<file path="src/rtl/switch_command_sequencer.sv">
// Command sequencer for the MT8816 switch group; SEQ_TIMEOUT_EN adds a bounded rdy wait.
// Latency: sw_cs rises 2-3 cycles after a request, then at least 2 cycles after each sw_rdy rise.
// Backpressure: cmd_full when the FIFO is full (extra pushes dropped, err_ovf); sw_rdy paces every issue.

module seq_fifo #(
  parameter int W     = 16,
  parameter int DEPTH = 16,
  parameter int AW    = 4
) (
  input  logic          i_clk,
  input  logic          i_rst_n,
  input  logic          i_push_vld,
  input  logic [W-1:0]  i_push_dat,
  input  logic          i_pop_rdy,
  output logic [W-1:0]  o_head_dat,
  output logic          o_full,
  output logic          o_empty,
  output logic [AW:0]   o_level
);

  logic [W-1:0]  r_mem [DEPTH];
  logic [AW-1:0] r_wr_ptr;
  logic [AW-1:0] r_rd_ptr;
  logic [AW:0]   r_level;
  logic          w_push;
  logic          w_pop;

  assign o_full     = (r_level == (AW+1)'(DEPTH));
  assign o_empty    = (r_level == '0);
  assign o_level    = r_level;
  assign o_head_dat = r_mem[r_rd_ptr];
  assign w_push     = i_push_vld && !o_full;
  assign w_pop      = i_pop_rdy && !o_empty;

  always_ff @(posedge i_clk) begin
    if (w_push) r_mem[r_wr_ptr] <= i_push_dat;
  end

  // Pointers are AW bits wide, so they wrap at DEPTH on their own.
  always_ff @(posedge i_clk or negedge i_rst_n) begin
    if (!i_rst_n) begin
      r_wr_ptr <= '0;
      r_rd_ptr <= '0;
      r_level  <= '0;
    end else begin
      if (w_push) r_wr_ptr <= r_wr_ptr + AW'(1);
      if (w_pop)  r_rd_ptr <= r_rd_ptr + AW'(1);
      case ({w_push, w_pop})
        2'b10:   r_level <= r_level + (AW+1)'(1);
        2'b01:   r_level <= r_level - (AW+1)'(1);
        default: r_level <= r_level;
      endcase
    end
  end

endmodule

module switch_command_sequencer #(
  parameter int DEPTH   = 16,
  parameter int AW      = 4,
  parameter int TIMEOUT = 64
) (
  input  logic          i_clk,
  input  logic          i_rst_n,
  input  logic          i_cmd_wr,
  input  logic [15:0]   i_cmd_data,
  output logic          o_cmd_full,
  output logic [AW:0]   o_cmd_level,
  input  logic          i_clear_req,
  input  logic          i_start,
  output logic          o_busy,
  output logic          o_done,
  output logic          o_err_ovf,
  output logic          o_err_addr,
  output logic          o_err_tmo,
  input  logic          i_err_clr,
  output logic          o_sw_cs,
  output logic [3:0]    o_sw_op,
  output logic [15:0]   o_sw_data,
  input  logic          i_sw_rdy
);

  if (DEPTH != (1 << AW) || TIMEOUT < 2) begin : g_bad_cfg
    $error("switch_command_sequencer: DEPTH must equal 2**AW and TIMEOUT must be >= 2");
  end

  typedef enum logic [3:0] {
    S_IDLE, S_CLR0, S_CLR1, S_POP, S_ISSUE, S_NEXT, S_WAIT_LO, S_WAIT_HI, S_ERROR
  } state_t;

  typedef enum logic [1:0] {R_CLR0, R_CLR1, R_CMD} ret_t;

  localparam logic [15:0] CMD_MASK = 16'h171F;

  state_t      r_state, w_state_nxt;
  ret_t        r_ret, w_ret_nxt;
  logic        r_from_start, w_from_start_nxt;
  logic        r_init_done, w_init_nxt;
  logic [15:0] r_word, w_word_nxt;
  logic        r_sw_cs, w_cs_nxt;
  logic [3:0]  r_sw_op, w_op_nxt;
  logic [15:0] r_sw_data, w_data_nxt;
  logic        r_done, w_done_nxt;
  logic        r_err_ovf, r_err_addr;
  logic        w_pop, w_addr_set, w_tmo_hit;
  logic [15:0] w_head_dat;
  logic        w_full, w_empty;

  seq_fifo #(.W(16), .DEPTH(DEPTH), .AW(AW)) u_fifo (
    .i_clk      (i_clk),
    .i_rst_n    (i_rst_n),
    .i_push_vld (i_cmd_wr),
    .i_push_dat (i_cmd_data),
    .i_pop_rdy  (w_pop),
    .o_head_dat (w_head_dat),
    .o_full     (w_full),
    .o_empty    (w_empty),
    .o_level    (o_cmd_level)
  );

  always_comb begin
    w_state_nxt      = r_state;
    w_ret_nxt        = r_ret;
    w_from_start_nxt = r_from_start;
    w_init_nxt       = r_init_done;
    w_word_nxt       = r_word;
    w_cs_nxt         = 1'b0;
    w_op_nxt         = r_sw_op;
    w_data_nxt       = r_sw_data;
    w_done_nxt       = 1'b0;
    w_pop            = 1'b0;
    w_addr_set       = 1'b0;
    case (r_state)
      S_IDLE: begin
        if (i_clear_req) begin
          w_state_nxt      = S_CLR0;
          w_from_start_nxt = 1'b0;
        end else if (i_start) begin
          if (!r_init_done) begin
            w_state_nxt      = S_CLR0;
            w_from_start_nxt = 1'b1;
          end else if (!w_empty) begin
            w_state_nxt = S_POP;
          end else begin
            w_done_nxt = 1'b1;
          end
        end
      end
      S_CLR0: begin
        w_cs_nxt    = 1'b1;
        w_op_nxt    = 4'b0001;
        w_data_nxt  = 16'h0000;
        w_ret_nxt   = R_CLR0;
        w_state_nxt = S_WAIT_LO;
      end
      S_CLR1: begin
        w_cs_nxt    = 1'b1;
        w_op_nxt    = 4'b0001;
        w_data_nxt  = 16'h0010;
        w_ret_nxt   = R_CLR1;
        w_state_nxt = S_WAIT_LO;
      end
      S_POP: begin
        w_pop      = 1'b1;
        w_word_nxt = w_head_dat;
        if (w_head_dat[3:0] > 4'd13) begin
          w_addr_set  = 1'b1;
          w_state_nxt = S_NEXT;
        end else begin
          w_state_nxt = S_ISSUE;
        end
      end
      S_ISSUE: begin
        w_cs_nxt    = 1'b1;
        w_op_nxt    = 4'b0010;
        w_data_nxt  = r_word & CMD_MASK;
        w_ret_nxt   = R_CMD;
        w_state_nxt = S_WAIT_LO;
      end
      // The strobe cycle itself is excluded so a stale rdy=0 cannot complete the handshake.
      S_WAIT_LO: begin
        if (!r_sw_cs && !i_sw_rdy) w_state_nxt = S_WAIT_HI;
        else if (w_tmo_hit)        w_state_nxt = S_ERROR;
      end
      S_WAIT_HI: begin
        if (i_sw_rdy) begin
          case (r_ret)
            R_CLR0: w_state_nxt = S_CLR1;
            R_CLR1: begin
              w_init_nxt = 1'b1;
              if (r_from_start && !w_empty) begin
                w_state_nxt = S_POP;
              end else begin
                w_done_nxt  = 1'b1;
                w_state_nxt = S_IDLE;
              end
            end
            default: w_state_nxt = S_NEXT;
          endcase
        end else if (w_tmo_hit) begin
          w_state_nxt = S_ERROR;
        end
      end
      S_NEXT: begin
        if (!w_empty) begin
          w_state_nxt = S_POP;
        end else begin
          w_done_nxt  = 1'b1;
          w_state_nxt = S_IDLE;
        end
      end
      S_ERROR: begin
        if (i_err_clr) begin
          w_init_nxt  = 1'b0;
          w_state_nxt = S_IDLE;
        end
      end
      default: w_state_nxt = S_IDLE;
    endcase
  end

  always_ff @(posedge i_clk or negedge i_rst_n) begin
    if (!i_rst_n) begin
      r_state      <= S_IDLE;
      r_ret        <= R_CLR0;
      r_from_start <= 1'b0;
      r_init_done  <= 1'b0;
      r_word       <= '0;
      r_sw_cs      <= 1'b0;
      r_sw_op      <= '0;
      r_sw_data    <= '0;
      r_done       <= 1'b0;
      r_err_ovf    <= 1'b0;
      r_err_addr   <= 1'b0;
    end else begin
      r_state      <= w_state_nxt;
      r_ret        <= w_ret_nxt;
      r_from_start <= w_from_start_nxt;
      r_init_done  <= w_init_nxt;
      r_word       <= w_word_nxt;
      r_sw_cs      <= w_cs_nxt;
      r_sw_op      <= w_op_nxt;
      r_sw_data    <= w_data_nxt;
      r_done       <= w_done_nxt;
      if (i_cmd_wr && w_full) r_err_ovf <= 1'b1;
      else if (i_err_clr)     r_err_ovf <= 1'b0;
      if (w_addr_set)         r_err_addr <= 1'b1;
      else if (i_err_clr)     r_err_addr <= 1'b0;
    end
  end

`ifdef SEQ_TIMEOUT_EN
  localparam int CW = $clog2(TIMEOUT + 1);
  localparam logic [CW-1:0] TMO_LAST = CW'(TIMEOUT - 1);

  logic [CW-1:0] r_tmo_cnt;
  logic          r_err_tmo;

  assign w_tmo_hit = (r_tmo_cnt == TMO_LAST);
  assign o_err_tmo = r_err_tmo;

  // ERROR is only reachable through a timed-out wait.
  always_ff @(posedge i_clk or negedge i_rst_n) begin
    if (!i_rst_n) begin
      r_tmo_cnt <= '0;
      r_err_tmo <= 1'b0;
    end else begin
      if (w_state_nxt != r_state)
        r_tmo_cnt <= '0;
      else if (r_state == S_WAIT_LO || r_state == S_WAIT_HI)
        r_tmo_cnt <= r_tmo_cnt + CW'(1);
      if (w_state_nxt == S_ERROR && r_state != S_ERROR) r_err_tmo <= 1'b1;
      else if (i_err_clr)                                r_err_tmo <= 1'b0;
    end
  end
`else
  assign w_tmo_hit = 1'b0;
  assign o_err_tmo = 1'b0;
`endif

  assign o_cmd_full = w_full;
  assign o_busy     = (r_state != S_IDLE) && (r_state != S_ERROR);
  assign o_done     = r_done;
  assign o_err_ovf  = r_err_ovf;
  assign o_err_addr = r_err_addr;
  assign o_sw_cs    = r_sw_cs;
  assign o_sw_op    = r_sw_op;
  assign o_sw_data  = r_sw_data;

endmodule

</file>
<file path="config.mk">
export PLATFORM = sky130hd
export DESIGN_NAME = switch_command_sequencer
export DESIGN_NICKNAME = d
export VERILOG_FILES = /design/src/rtl/switch_command_sequencer.sv
export SDC_FILE = /design/constraint.sdc
export NUM_CORES = 1
export LEC_CHECK = 0
export ABC_CLOCK_PERIOD_IN_PS = 5600
export CAP_MARGIN = 20
export CORE_MARGIN = 5
export CORE_UTILIZATION = 55
export DETAILED_ROUTE_END_ITERATION = 12
export PLACE_DENSITY = 0.73
export SYNTH_ARGS = -nofsm -noshare
export SYNTH_HDL_FRONTEND = slang
export SYNTH_HIERARCHICAL = 1
export SYNTH_SLANG_ARGS = --single-unit
export TNS_END_PERCENT = 100
</file>
<file path="constraint.sdc">
create_clock -name i_clk -period 5.6 [get_ports i_clk]
set_input_delay 1.12 -clock i_clk [delete_from_list [all_inputs] [get_ports i_clk]]
set_output_delay 1.12 -clock i_clk [all_outputs]
set_load 0.005 [all_outputs]
</file>
; Word-level counts from Yosys, hierarchy flattened
; Memories as Yosys holds them, arrays and structs flattened.
; Cells that the tools add are included.
[classes]
add_sub_neg = 4
order_cmp = 1
n_eq_ne = 20
n_mux = 39
n_reduce_logical = 26
[op_table]
columns = op, count
row1 = $pmux W16 S3, 1
row2 = $mux W4, 7
row3 = $pmux W4 S7, 1
row4 = $mux W1, 22
row5 = $eq A4 B3 Y1 const B, 4
row6 = $reduce_bool A2 Y1, 6
row7 = $pmux W5 S2, 1
row8 = $add A4 B1 Y4 const B, 2
row9 = $eq A4 B2 Y1 const B, 2
row10 = $ne A2 B2 Y1 const B, 4
row11 = $ne A4 B4 Y1 const B, 2
row12 = $pmux W4 S2, 1
row13 = $logic_and A1 B1 Y1, 6
row14 = $pmux W2 S3, 1
row15 = $pmux W3 S2, 1
row16 = $add A5 B1 Y5 const B, 1
row17 = $eq A5 B5 Y1 const B, 1
row18 = $logic_not A5 Y1, 1
row19 = $reduce_and A5 Y1, 1
row20 = $sub A5 B1 Y5 const B, 1
row21 = $eq A2 B1 Y1 const B, 2
row22 = $eq A4 B1 Y1 const B, 1
row23 = $eq A4 B4 Y1 const B, 1
row24 = $gt A4 B4 Y1 const B, 1
row25 = other kinds (15), 19
[word_totals]
reg_bits = 58
mem_bits_rw = 256
in_bits = 23
out_inout_bits = 32
wordCells = 105
n_memories = 1
[mem_list]
columns = name, words, word_bits, rd, rd_clocked_by_memory_dff, write_ports, line
row1 = u_fifo.r_mem, 16, 16, 1, 0, 1, 21  ; logic [W-1:0] r_mem [DEPTH];

; Depth between registers and ports, before layout
[logic_depth]
depth_word = 7
mapped_depth = 14
ltp_nobuf = 12

; By module
; The synthesis kept the hierarchy.
[modules_own_cells]
columns = module, n_inst, cells_each, area_per_inst_um2, seq_area_each_um2
row1 = seq_fifo, 1, 555, 10895.4, 8012.7
row2 = switch_command_sequencer, 1, 150, 1441.4, 775.7

; Least setup slack after synthesis
; Ideal clock, no wire load.
[synth_timing]
path_type = in2reg
startpoint = input port i_cmd_wr
endpoint = memory u_fifo.r_mem[0][0] (enable)
setup_time_ns = 0.409
arrival_ns = 2.642
t_required_ns = 5.191
setup_slack_ns = 2.548
stages = 4
n_path_buf = 1
cell_sequence = and2_1 -> buf_2 -> nand2_1 -> nor3_1
[synth_via]
elab_chain_len = 3
[synth_rtl]
columns = element, line
row1 = "start, declared", 65  ; input logic i_cmd_wr,
row2 = $logic_and A1 B1 Y1, 32  ; assign w_push = i_push_vld && !o_full;
row3 = $mux W1, 36  ; if (w_push) r_mem[r_wr_ptr] <= i_push_dat;
row4 = $mux W1 (implied by the code), 36
row5 = "end, declared", 21
; Every way passes these cells.

; Worst setup path after layout
[layout_timing]
startpoint = register r_state[1]
endpoint = register u_fifo.r_level[4] (netlist: u_fifo/o_level[4])
[layout_via]
elab_chain_len = 5
elab_cells_between_ends = 7
cone_classes = eq/ne: 3 / mux: 2 / reduce/logical: 2
[layout_rtl]
columns = element, line
row1 = "start, declared", 95  ; state_t r_state, w_state_nxt;
row2 = "start signal, assigned", 236  ; r_state <= w_state_nxt;
row3 = $eq A4 B2 Y1 (*), 133  ; case (r_state)
row4 = $mux W1 (*), 133
row5 = named net w_pop, 105  ; logic w_pop, w_addr_set, w_tmo_hit;
row6 = $logic_and A1 B1 Y1 (*), 33  ; assign w_pop = i_pop_rdy && !o_empty;
row7 = $eq A2 B1 Y1 / $eq A2 B2 Y1 (equally long branches), 48  ; case ({w_push, w_pop})
row8 = $pmux W5 S2 / $reduce_bool A2 Y1 (equally long branches), -
row9 = "end signal, assigned", 49  ; 2'b10: r_level <= r_level + (AW+1)'(1);
row10 = "end signal, assigned", 50  ; 2'b01: r_level <= r_level - (AW+1)'(1);
row11 = "end signal, assigned", 51  ; default: r_level <= r_level;
row12 = "end, declared", 24  ; logic [AW:0] r_level;
; Mark *: on every way through the listed nets, which the timed path passes. The rest lies on a longest branch.
; A chain may end at the register's enable or synchronous reset.

==> reports/metrics.cfg <==
[clock_tree]
clkTransAtPathRegs_ns=0.07
clock_path_buffers=2
numClockSinks=188
cts_buffers=17
cts_tree=built
clock_latency_ns=0.43
cts_resized=0
holdBufCountCts=0
htree_levels=4
postCtsSetupBuffers=0
cts_root_buf=clkbuf_16

[place]
hpwl_um=9648
dp_slack_ns=1.977
finalWeightedCongestion=0.7836
place_area_mm2=0.008359
port-buffer-count=37

[finish]
final_common_cell=edfxtp_1
finalInstanceArea_mm2=0.008929
num_antenna_cells=0
nets=572
final_cell_mix=edfxtp_1 (144), dfrtp_1 (43), nand2_1 (42)
drive_gt1_frac=0.1506
area_growth_pct=10.77

[synthesis]
syn_area_per_cell_um2=15.62
yosys_warnings=6
synth_area_mm2=0.008060
syn_inst=516

[pwr]
netSwitchingFraction=0.3169
power_density_mw_per_mm2=493.5
switchingPower_mw=1.397
clkPwrFrac=0.263
seq_power_share=0.445
leakage_nw=3.272
peakVddDrop_uv=221.4
fin_total_pwr_mw=4.406
combPwrFrac=0.293
p_int_mw=3.010

[sta]
final_hold_viol_count=0
fin_skew_ns=0.009527
fmax_ghz=0.2760
worst_slack_ns=1.977
slew_headroom=0.3079
final-setup-viol-count=0
worstMarginPinSlew_ns=1.034
rsz0062_at_grt=false
fin_hold_ws_ns=0.4844
post-route-period-util=0.6470
period_needed_ns=3.623
finalSetupTns_ns=0
drv_slew=0

[setup_path]
critPathKind=reg2reg
endpoint_kind=flop
cp_slowest_cell=dfrtp_1
timing.critical_path.arrival_ns=3.94
crit_path_max_fanout=16
cp_num_buf_inv=2
crit_family=simple AND/OR/NAND/NOR gates
crit_required_ns=5.91
cp_cell_sequence=nand3b_1 -> inv_1 -> nor2b_1 -> ha_1 -> inv_1 -> fa_1 -> nor2b_1 -> o21ai_1 -> nand3_1 -> or3b_1 -> xnor2_1
cp_slowest_stage_delay_ns=0.65
critPathLaunchType=flop

[global_routing]
grt_start_max_net_pins=45
grt_pass1_wl_um=22820
gr-total-overflow=0
grt_pass1_vias=4163
antenna_found_initial=0
track_usage=0.1831

[floorplanning]
core_mm2=0.01448
start_util=0.5567
die-area_mm2=0.01718
num_io_pins=55
die_x_um=131.1
die_h_um=131.1
num_rows=44

[route]
drt-pass1-iter-count=5
avgViaCountPerCell=5.789
vias=4255
drt-total-wl_um=14430
ant_nets=0
wl_per_cell_um=19.64
drc_errors=0
drtIter0Drc=242

[status]
status=complete, no violations

[hold_path]
hold_path_class=reg2reg

[run]
drv_cap=0

[power by group through the flow]
stage | Sequential (mW) | Clock (mW) | Combinational, mW
floorplan | 1.87 | 0 | 1.13
global placement | 1.97 | 0 | 1.26
detailed placement | 1.99 | 0 | 1.29
CTS | 1.96 | 1.18 | 1.30
global route | 1.99 | 1.25 | 1.41
finish | 1.96 | 1.16 | 1.29
[state kept, by name, indices dropped and copies added, names as in the netlist, 2 cells and up]
name / count
r_state: 3
r_word: 9
u_fifo/r_rd_ptr: 4
u_fifo/r_wr_ptr: 4
u_fifo/r_mem: 144
o_sw_op: 2
u_fifo/o_level: 5
o_sw_data: 9
r_ret: 2
[final cells by class]
type                            instances  area, µm²
Sequential cell                       188       5426
Timing Repair Buffer                   44      417.9
Clock inverter                         13      140.1
Multi-Input combinational cell        269       2213
Fill cell                            1041       5550
Tap cell                              184      230.2
Clock buffer                           18      429.2
Inverter                               19      71.32
[worst register-to-register path, cell delays in order (launching register included)]
cell and delay, ns:
dfrtp_1 0.65, nand3b_1 0.46, inv_1 0.34, nor2b_1 0.43, ha_1 0.31, inv_1 0.11, fa_1 0.42, nor2b_1 0.14
o21ai_1 0.09, nand3_1 0.08, or3b_1 0.36, xnor2_1 0.13
[layer usage]
metal | wire [µm] | vias up | track usage
li1 | - | 1957 | -
met1 | 6087 | 2137 | 0.2433
met2 | 7134 | 134 | 0.2873
met3 | 918 | 27 | 0.04700
met4 | 293 | 0 | 0.08167
met5 | 0 | - | 0
[worst paths after layout]
path                            depth (start not counted)  startpoint            endpoint  slack [ns]
worst max-delay path                                   11  r_state[1]   u_fifo/o_level[4]        1.98
worst max register to register                         11  r_state[1]   u_fifo/o_level[4]        1.98
min in group asynchronous                               1     i_rst_n          r_state[1]        0.84
worst min register to register                          2   r_word[0]           r_word[0]        0.48
worst min-delay path                                    2   r_word[0]           r_word[0]        0.48
max in group asynchronous                               1     i_rst_n  u_fifo/r_rd_ptr[0]        4.12
[per-stage QoR]
stage,cells,utilization
finish,735,0.6167
global route,735,0.6167
CTS,735,0.6167
detailed placement,704,0.5773
global placement,704,0.5773
floorplan,525,-
Power figures use the tool's default switching activity.
